--- config.mk ---
export PLATFORM = sky130hd
export DESIGN_NAME = chacha_xor_packer
export DESIGN_NICKNAME = d
export VERILOG_FILES = /design/src/rtl/chacha_pkg.sv /design/src/rtl/chacha_word_packer.sv /design/src/rtl/chacha_xor_packer.sv
export SDC_FILE = /design/constraint.sdc
export NUM_CORES = 1
export LEC_CHECK = 0
export ABC_AREA = 1
export CAP_MARGIN = 15
export CELL_PAD_IN_SITES_DETAIL_PLACEMENT = 1
export CELL_PAD_IN_SITES_GLOBAL_PLACEMENT = 1
export CORE_ASPECT_RATIO = 0.75
export CORE_MARGIN = 2
export CORE_UTILIZATION = 37
export DETAILED_ROUTE_END_ITERATION = 10
export GPL_TIMING_DRIVEN = 0
export HOLD_SLACK_MARGIN = 0.05
export PLACE_DENSITY = 0.82
export SYNTH_ARGS = -nofsm -noshare
export SYNTH_HDL_FRONTEND = slang
export SYNTH_SLANG_ARGS = --single-unit
--- constraint.sdc ---
create_clock -name clk -period 1.8 [get_ports clk]
set_clock_uncertainty 0.05 [all_clocks]
set_input_delay 0.36 -clock clk [delete_from_list [all_inputs] [get_ports clk]]
set_output_delay 0.36 -clock clk [all_outputs]
set_load 0.005 [all_outputs]
--- src/rtl/chacha_pkg.sv ---
// Shared types and defaults for the ChaCha20 keystream XOR / ciphertext packing path.
package chacha_pkg;

    typedef logic [31:0] word_t;
    typedef logic [7:0]  byte_t;

    localparam int unsigned DEFAULT_BLOCK_BYTES = 64;
    localparam logic [31:0] DEFAULT_INIT_CTR    = 32'd1;

    typedef enum logic [1:0] {IDLE, REQ, XOR, DRAIN} xor_state_t;

    // Byte enables for a word whose final byte sits in lane idx (MSB-first, contiguous).
    function automatic logic [3:0] keep_for(input logic [1:0] idx);
        return 4'(4'b1111 << (2'd3 - idx));
    endfunction

endpackage

--- src/rtl/chacha_word_packer.sv ---
// Packs bytes MSB-first into 32-bit words with keep/last; one-entry output register.
module chacha_word_packer
    import chacha_pkg::*;
(
    input  logic       clk,
    input  logic       rst,
    input  byte_t      in_byte,
    input  logic       in_valid,
    input  logic       in_last,
    output logic       in_ready,
    output word_t      out_word,
    output logic [3:0] out_keep,
    output logic       out_valid,
    output logic       out_last,
    input  logic       out_ready
);

    word_t      pack_q;
    word_t      merged;
    logic [1:0] idx_q;
    logic       xfer;
    logic       done;

    assign in_ready = !out_valid || out_ready;
    assign xfer     = in_valid && in_ready;
    assign done     = (idx_q == 2'd3) || in_last;

    always_comb begin
        merged = pack_q | (word_t'(in_byte) << (5'd24 - {idx_q, 3'b000}));
    end

    always_ff @(posedge clk) begin
        if (rst) begin
            pack_q    <= '0;
            idx_q     <= '0;
            out_word  <= '0;
            out_keep  <= '0;
            out_valid <= 1'b0;
            out_last  <= 1'b0;
        end else begin
            // Accept and reload can coincide, giving one word per four bytes.
            if (xfer && done) begin
                out_word  <= merged;
                out_keep  <= keep_for(idx_q);
                out_last  <= in_last;
                out_valid <= 1'b1;
            end else if (out_ready) begin
                out_valid <= 1'b0;
            end
            if (xfer) begin
                if (done) begin
                    pack_q <= '0;
                    idx_q  <= '0;
                end else begin
                    pack_q <= merged;
                    idx_q  <= idx_q + 2'd1;
                end
            end
        end
    end

endmodule

--- src/rtl/chacha_xor_packer.sv ---
// XORs keystream with plaintext, requests ChaCha20 blocks and drains unused keystream at
// message end; ciphertext bytes are packed into 32-bit words.
module chacha_xor_packer
    import chacha_pkg::*;
#(
    parameter int unsigned BLOCK_BYTES = DEFAULT_BLOCK_BYTES,
    parameter logic [31:0] INIT_CTR    = DEFAULT_INIT_CTR
) (
    input  logic        clk,
    input  logic        rst,
    input  logic [7:0]  ks_byte,
    input  logic        ks_valid,
    output logic        ks_ready,
    input  logic [7:0]  pt_byte,
    input  logic        pt_valid,
    input  logic        pt_last,
    output logic        pt_ready,
    output logic [31:0] ct_word,
    output logic [3:0]  ct_keep,
    output logic        ct_valid,
    output logic        ct_last,
    input  logic        ct_ready,
    output logic        block_req,
    output logic [31:0] block_ctr,
    output logic        busy
);

    localparam int unsigned IDX_W = $clog2(BLOCK_BYTES);
    localparam logic [IDX_W-1:0] LAST_IDX = IDX_W'(BLOCK_BYTES - 1);

    xor_state_t       state_q, state_d;
    logic [IDX_W-1:0] ks_idx_q, ks_idx_d;
    logic [31:0]      ctr_q, ctr_d;
    logic             pk_in_ready;
    logic             xfer;
    logic             drop;
    logic             at_end;

    assign at_end = (ks_idx_q == LAST_IDX);
    assign xfer   = (state_q == XOR) && ks_valid && pt_valid && pk_in_ready;
    assign drop   = (state_q == DRAIN) && ks_valid;

    always_ff @(posedge clk) begin
        if (rst) begin
            state_q  <= IDLE;
            ks_idx_q <= '0;
            ctr_q    <= INIT_CTR;
        end else begin
            state_q  <= state_d;
            ks_idx_q <= ks_idx_d;
            ctr_q    <= ctr_d;
        end
    end

    always_comb begin
        state_d = state_q;
        unique case (state_q)
            IDLE:  if (pt_valid) state_d = REQ;
            REQ:   state_d = XOR;
            XOR: begin
                if (xfer) begin
                    if (pt_last) begin
                        state_d = at_end ? IDLE : DRAIN;
                    end else if (at_end) begin
                        state_d = REQ;
                    end
                end
            end
            DRAIN: if (drop && at_end) state_d = IDLE;
        endcase
    end

    // Last byte beats block wrap: the counter rewinds instead of advancing.
    always_comb begin
        ks_idx_d = ks_idx_q;
        ctr_d    = ctr_q;
        if (xfer || drop) begin
            ks_idx_d = ks_idx_q + IDX_W'(1);
        end
        if (at_end && ((xfer && pt_last) || drop)) begin
            ctr_d = INIT_CTR;
        end else if (at_end && xfer) begin
            ctr_d = ctr_q + 32'd1;
        end
    end

    always_comb begin
        ks_ready  = xfer || drop;
        pt_ready  = xfer;
        block_req = (state_q == REQ);
        busy      = (state_q != IDLE);
        block_ctr = ctr_q;
    end

    chacha_word_packer u_packer (
        .clk       (clk),
        .rst       (rst),
        .in_byte   (ks_byte ^ pt_byte),
        .in_valid  (xfer),
        .in_last   (pt_last),
        .in_ready  (pk_in_ready),
        .out_word  (ct_word),
        .out_keep  (ct_keep),
        .out_valid (ct_valid),
        .out_last  (ct_last),
        .out_ready (ct_ready)
    );

endmodule
==> Flow_metrics.wiki <==
{| class="wikitable"
! Metric !! Value
|-
| Vias per cell || about 5.2
|-
| Sink of the worst hold path || u_packer.out_keep[3]
|-
| Number of antenna violations at the first check in global routing || 0
|-
| Most frequent cells in the layout || sky130_fd_sc_hd__nor2_1 (193), sky130_fd_sc_hd__nand2_1 (116), sky130_fd_sc_hd__o21ai_0 (103)
|-
| Number of antenna diodes || 0
|-
| R2r startpoint || u_packer.idx_q[0]
|-
| Ratio of cells with drive above 1 in the final layout || 0.1498
|-
| Biggest area contributors in the synthesized netlist || sky130_fd_sc_hd__dfxtp_1 (43%), sky130_fd_sc_hd__nor2_1 (14%), sky130_fd_sc_hd__o21ai_0 (10%)
|-
| Horizontal die dimension || between 100 and 150 µm
|-
| Instance count along the most critical hold path || 2
|-
| Yosys warning count || 0
|-
| Core Area || 13800 µm²
|-
| Status || completed
|-
| Startpoint of the most critical hold path || rst
|-
| Total die area || between 15000 and 20000 µm²
|-
| Worst setup path class || reg2out
|-
| Nets in the synthesized netlist || just over 800
|-
| Hold Violations, Final || 0
|-
| Final-report max-slew violation count || 0
|-
| Fin Setup TNS || 0 ps
|-
| Detail Placement HPWL || 13.11 mm
|-
| Syn Std Cell Area || about 5300 µm²
|-
| Worst EP arrival || 1390 ps
|-
| # placed instances || about 1100
|-
| Crit Path Max Fanout || 6
|-
| Sinks on the clock net || between 100 and 150
|-
| Post-synthesis cell count || ~790
|-
| Drt initial violations || about 370
|-
| Met2 global-route usage || 0.3752
|-
| Leakage Power || between 2 and 3 nW
|-
| Post-DP Area || ~6400 µm²
|-
| Global-route wire length before repair || 28.74 mm
|-
| Worst hold slack across all endpoints || 344.9 ps
|-
| Top-level port count || 96
|-
| Maximum vdd ir drop || between 0.4 and 0.5 mV
|-
| Final critical path time including I/O delays and setup || between 1500 and 2000 ps
|-
| # DRC || 0
|-
| Slew at the pin with the worst max-slew slack || between 500 and 600 ps
|-
| Final number of setup-violating endpoints || 0
|-
| Worst path slowest cell || sky130_fd_sc_hd__clkdlybuf4s50_1
|-
| Starting density of the core || 0.3806
|-
| Number of global-route vias before repair || 5491
|-
| Global placer's final weighted congestion || approximately 0.86
|-
| Number of port buffers || 94
|-
| Capturing point of the worst reg2reg path || u_packer.pack_q[19]
|-
| Maximum clock insertion buffer count || 2
|-
| Share of the yosys chip area belonging to registers || 0.4270
|-
| GR Layer Usage met3 || 0.04422
|-
| Antenna viol nets, final || 0
|-
| FP Rows || 37
|-
| Buffers and inverters on the worst path || 1
|-
| Clock Pin Slew Worst Setup and Hold Paths || about 80 ps
|-
| Multi-input logic area || 2669 µm²
|-
| Slack of the worst reg-to-reg path || 30 ps
|-
| Non-filler instance count after layout || between 1000 and 1500
|-
| Syn avg cell area || about 6.6 µm²
|-
| CTS H-tree lvls || 3
|-
| Final nets || between 900 and 1000
|-
| # fillers || between 1500 and 2000
|-
| Endpoint kind of the worst setup timing path || output pin
|-
| Number of distinct standard cells referenced by the synthesized netlist || 31
|-
| Remaining Overflow, GRT || 0
|-
| Clock buffers created by TritonCTS || 9
|-
| Pwr/cell area || approximately 800 nW/µm²
|-
| Min-delay worst type || in2reg
|-
| Cell breakdown of the critical path || clkdlybuf4s50_1
|-
| Sequential cell area || roughly 2300 µm²
|-
| GRT Util Overall || 0.2399
|-
| Number of hold-repair buffers added at the cts stage || 0
|-
| Max Clk Rate || around 560 MHz
|-
| Routed WL per cell || 16.95 µm
|-
| GR Util met1 || 0.3482
|-
| Most common cell after layout, fill and taps aside || sky130_fd_sc_hd__nor2_1
|-
| Layout Area Growth over Synthesis || 37.22%
|-
| CTS root buf || sky130_fd_sc_hd__clkbuf_16
|-
| Busiest grt layer || met2
|-
| Rel. slew slack || 0.6634
|-
| Area leader, netlist || sky130_fd_sc_hd__dfxtp_1
|-
| Post-Layout Inst Area || slightly above 7000 µm²
|-
| Clock tree from TritonCTS || built
|-
| Total wire length || between 15 and 20 mm
|-
| Worst reg2reg path depth || 5
|-
| Number of storage elements in the synthesis netlist || around 110
|-
| Share of the synthesized area in the top cell type || 0.4270
|-
| Final worst-path cycle share || 0.9983
|-
| Top cell family by delay on the critical path || buffers and inverters
|-
| First-pass iteration count of the detailed router || 5
|-
| PnR Total Power || around 6 mW
|-
| Slowest cell delay on critical path || ~560 ps
|-
| Pin count of the biggest net entering global routing || 22
|-
| Vert. Die Dim || 107.2 µm
|-
| Req. time, crit path || about 1400 ps
|-
| Startpoint class of the critical path || flip-flop
|-
| Routed via count || between 5000 and 6000
|-
| # Max-Cap Violations || 0
|-
| Clock latency on the worst-skew pair || approximately 360 ps
|-
| Setup repair after global routing missed its margin || true
|}
## stage by stage
stage                 util  setup slack, ps
floorplan                -            170.1
global placement    0.4647           -864.6
detailed placement  0.4647           -863.5
CTS                 0.4998           -18.93
global route        0.5223           -38.61
finish              0.5223            3.118
## report_power, final
group	internal (mW)	leakage (nW)	switching, mW
sequential	2.59	0.910	0.0888
combinational	0.449	1.77	0.601
clock	1.13	0.159	1.06
total	4.17	2.84	1.75
## cell families (layout without fill, tap and decap cells)
family | count (synthesis) | after routing | share of synthesized area
adders and majority gates | 4 | 4 | 0.009531
xor gates and xnor gates | 1 | 1 | 0.001668
DFF | 112 | 112 | 0.4270
and+or+nand+nor | 414 | 414 | 0.3321
AOI/OAI and AO/OA | 135 | 135 | 0.1337
buffers and inverters | 128 | 262 | 0.09602
## what timing repair did
| item | CTS | global route |
|---|---|---|
| gates resized for setup | 49 | 73 |
| endpoints found under the setup margin | 62 | 102 |
| endpoints found under the hold margin | 0 | 0 |
| cloned | 0 | 1 |
| pin swaps | 7 | 13 |
| setup buffers | 9 | 14 |
## synth_stat cells
| cell type | number |
|---|---|
| sky130_fd_sc_hd__clkinv_1 | 1 |
| sky130_fd_sc_hd__nor3_1 | 3 |
| sky130_fd_sc_hd__nand3_4 | 1 |
| sky130_fd_sc_hd__dfxtp_1 | 112 |
| sky130_fd_sc_hd__o21a_1 | 1 |
| sky130_fd_sc_hd__nand2_4 | 1 |
| sky130_fd_sc_hd__a21oi_2 | 1 |
| sky130_fd_sc_hd__ha_1 | 4 |
| sky130_fd_sc_hd__clkbuf_1 | 14 |
| sky130_fd_sc_hd__buf_2 | 10 |
| sky130_fd_sc_hd__buf_4 | 1 |
| sky130_fd_sc_hd__or2_2 | 8 |
| sky130_fd_sc_hd__nand3_1 | 44 |
| sky130_fd_sc_hd__a211oi_1 | 2 |
| sky130_fd_sc_hd__o21ai_1 | 2 |
| sky130_fd_sc_hd__nor2_2 | 1 |
| sky130_fd_sc_hd__nor3b_1 | 2 |
| sky130_fd_sc_hd__o21bai_2 | 1 |
| sky130_fd_sc_hd__nor2_1 | 202 |
| sky130_fd_sc_hd__nand4_1 | 13 |
| sky130_fd_sc_hd__o21ai_0 | 109 |
| sky130_fd_sc_hd__inv_1 | 97 |
| sky130_fd_sc_hd__xnor2_1 | 1 |
| sky130_fd_sc_hd__buf_6 | 1 |
| sky130_fd_sc_hd__a21oi_1 | 15 |
| sky130_fd_sc_hd__a31oi_1 | 1 |
| sky130_fd_sc_hd__nand2_1 | 132 |
| sky130_fd_sc_hd__inv_2 | 4 |
| sky130_fd_sc_hd__and2_1 | 1 |
| sky130_fd_sc_hd__o21bai_1 | 3 |
| sky130_fd_sc_hd__nor2_4 | 6 |
## registers in the layout, summed over array words and instances, names as in the netlist, 2 cells and up
| name | flops |
|---|---|
| u_packer.out_word | 32 |
| u_packer.idx_q | 2 |
| block_ctr | 32 |
| u_packer.pack_q | 32 |
| u_packer.out_keep | 4 |
| state_q | 2 |
| ks_idx_q | 6 |
## routing by layer
metal / part of all wire / vias to the layer above
met4: 0.0081 / 0
met5: 0 / -
li1: - / 2756
met1: 0.48 / 2791
met2: 0.45 / 160
met3: 0.059 / 14
## worst max path at each step
stage | startpoint | to | slack [ps] | cells after the start
final | block_ctr[19] | block_ctr[19] | 3 | 1
after floorplan | ks_idx_q[0] | block_ctr[0] | 170 | 8
after global routing | u_packer.idx_q[0] | u_packer.pack_q[19] | -40 | 5
after global placement | pt_valid | pt_ready | -860 | 7
after detailed placement | ks_valid | pt_ready | -860 | 7
after CTS | ct_ready | pt_ready | -20 | 7
## area by class of cell
cell class | count | area share
buffer | 26 | 0.02726
clock buffer | 9 | 0.03126
inverter | 102 | 0.05366
timing repair buffer | 118 | 0.1591
sequential | 112 | 0.3145
multi-input combinational | 554 | 0.3704
tap | 175 | 0.03039
clock inverter | 7 | 0.01354
Power figures use the tool's default switching activity.
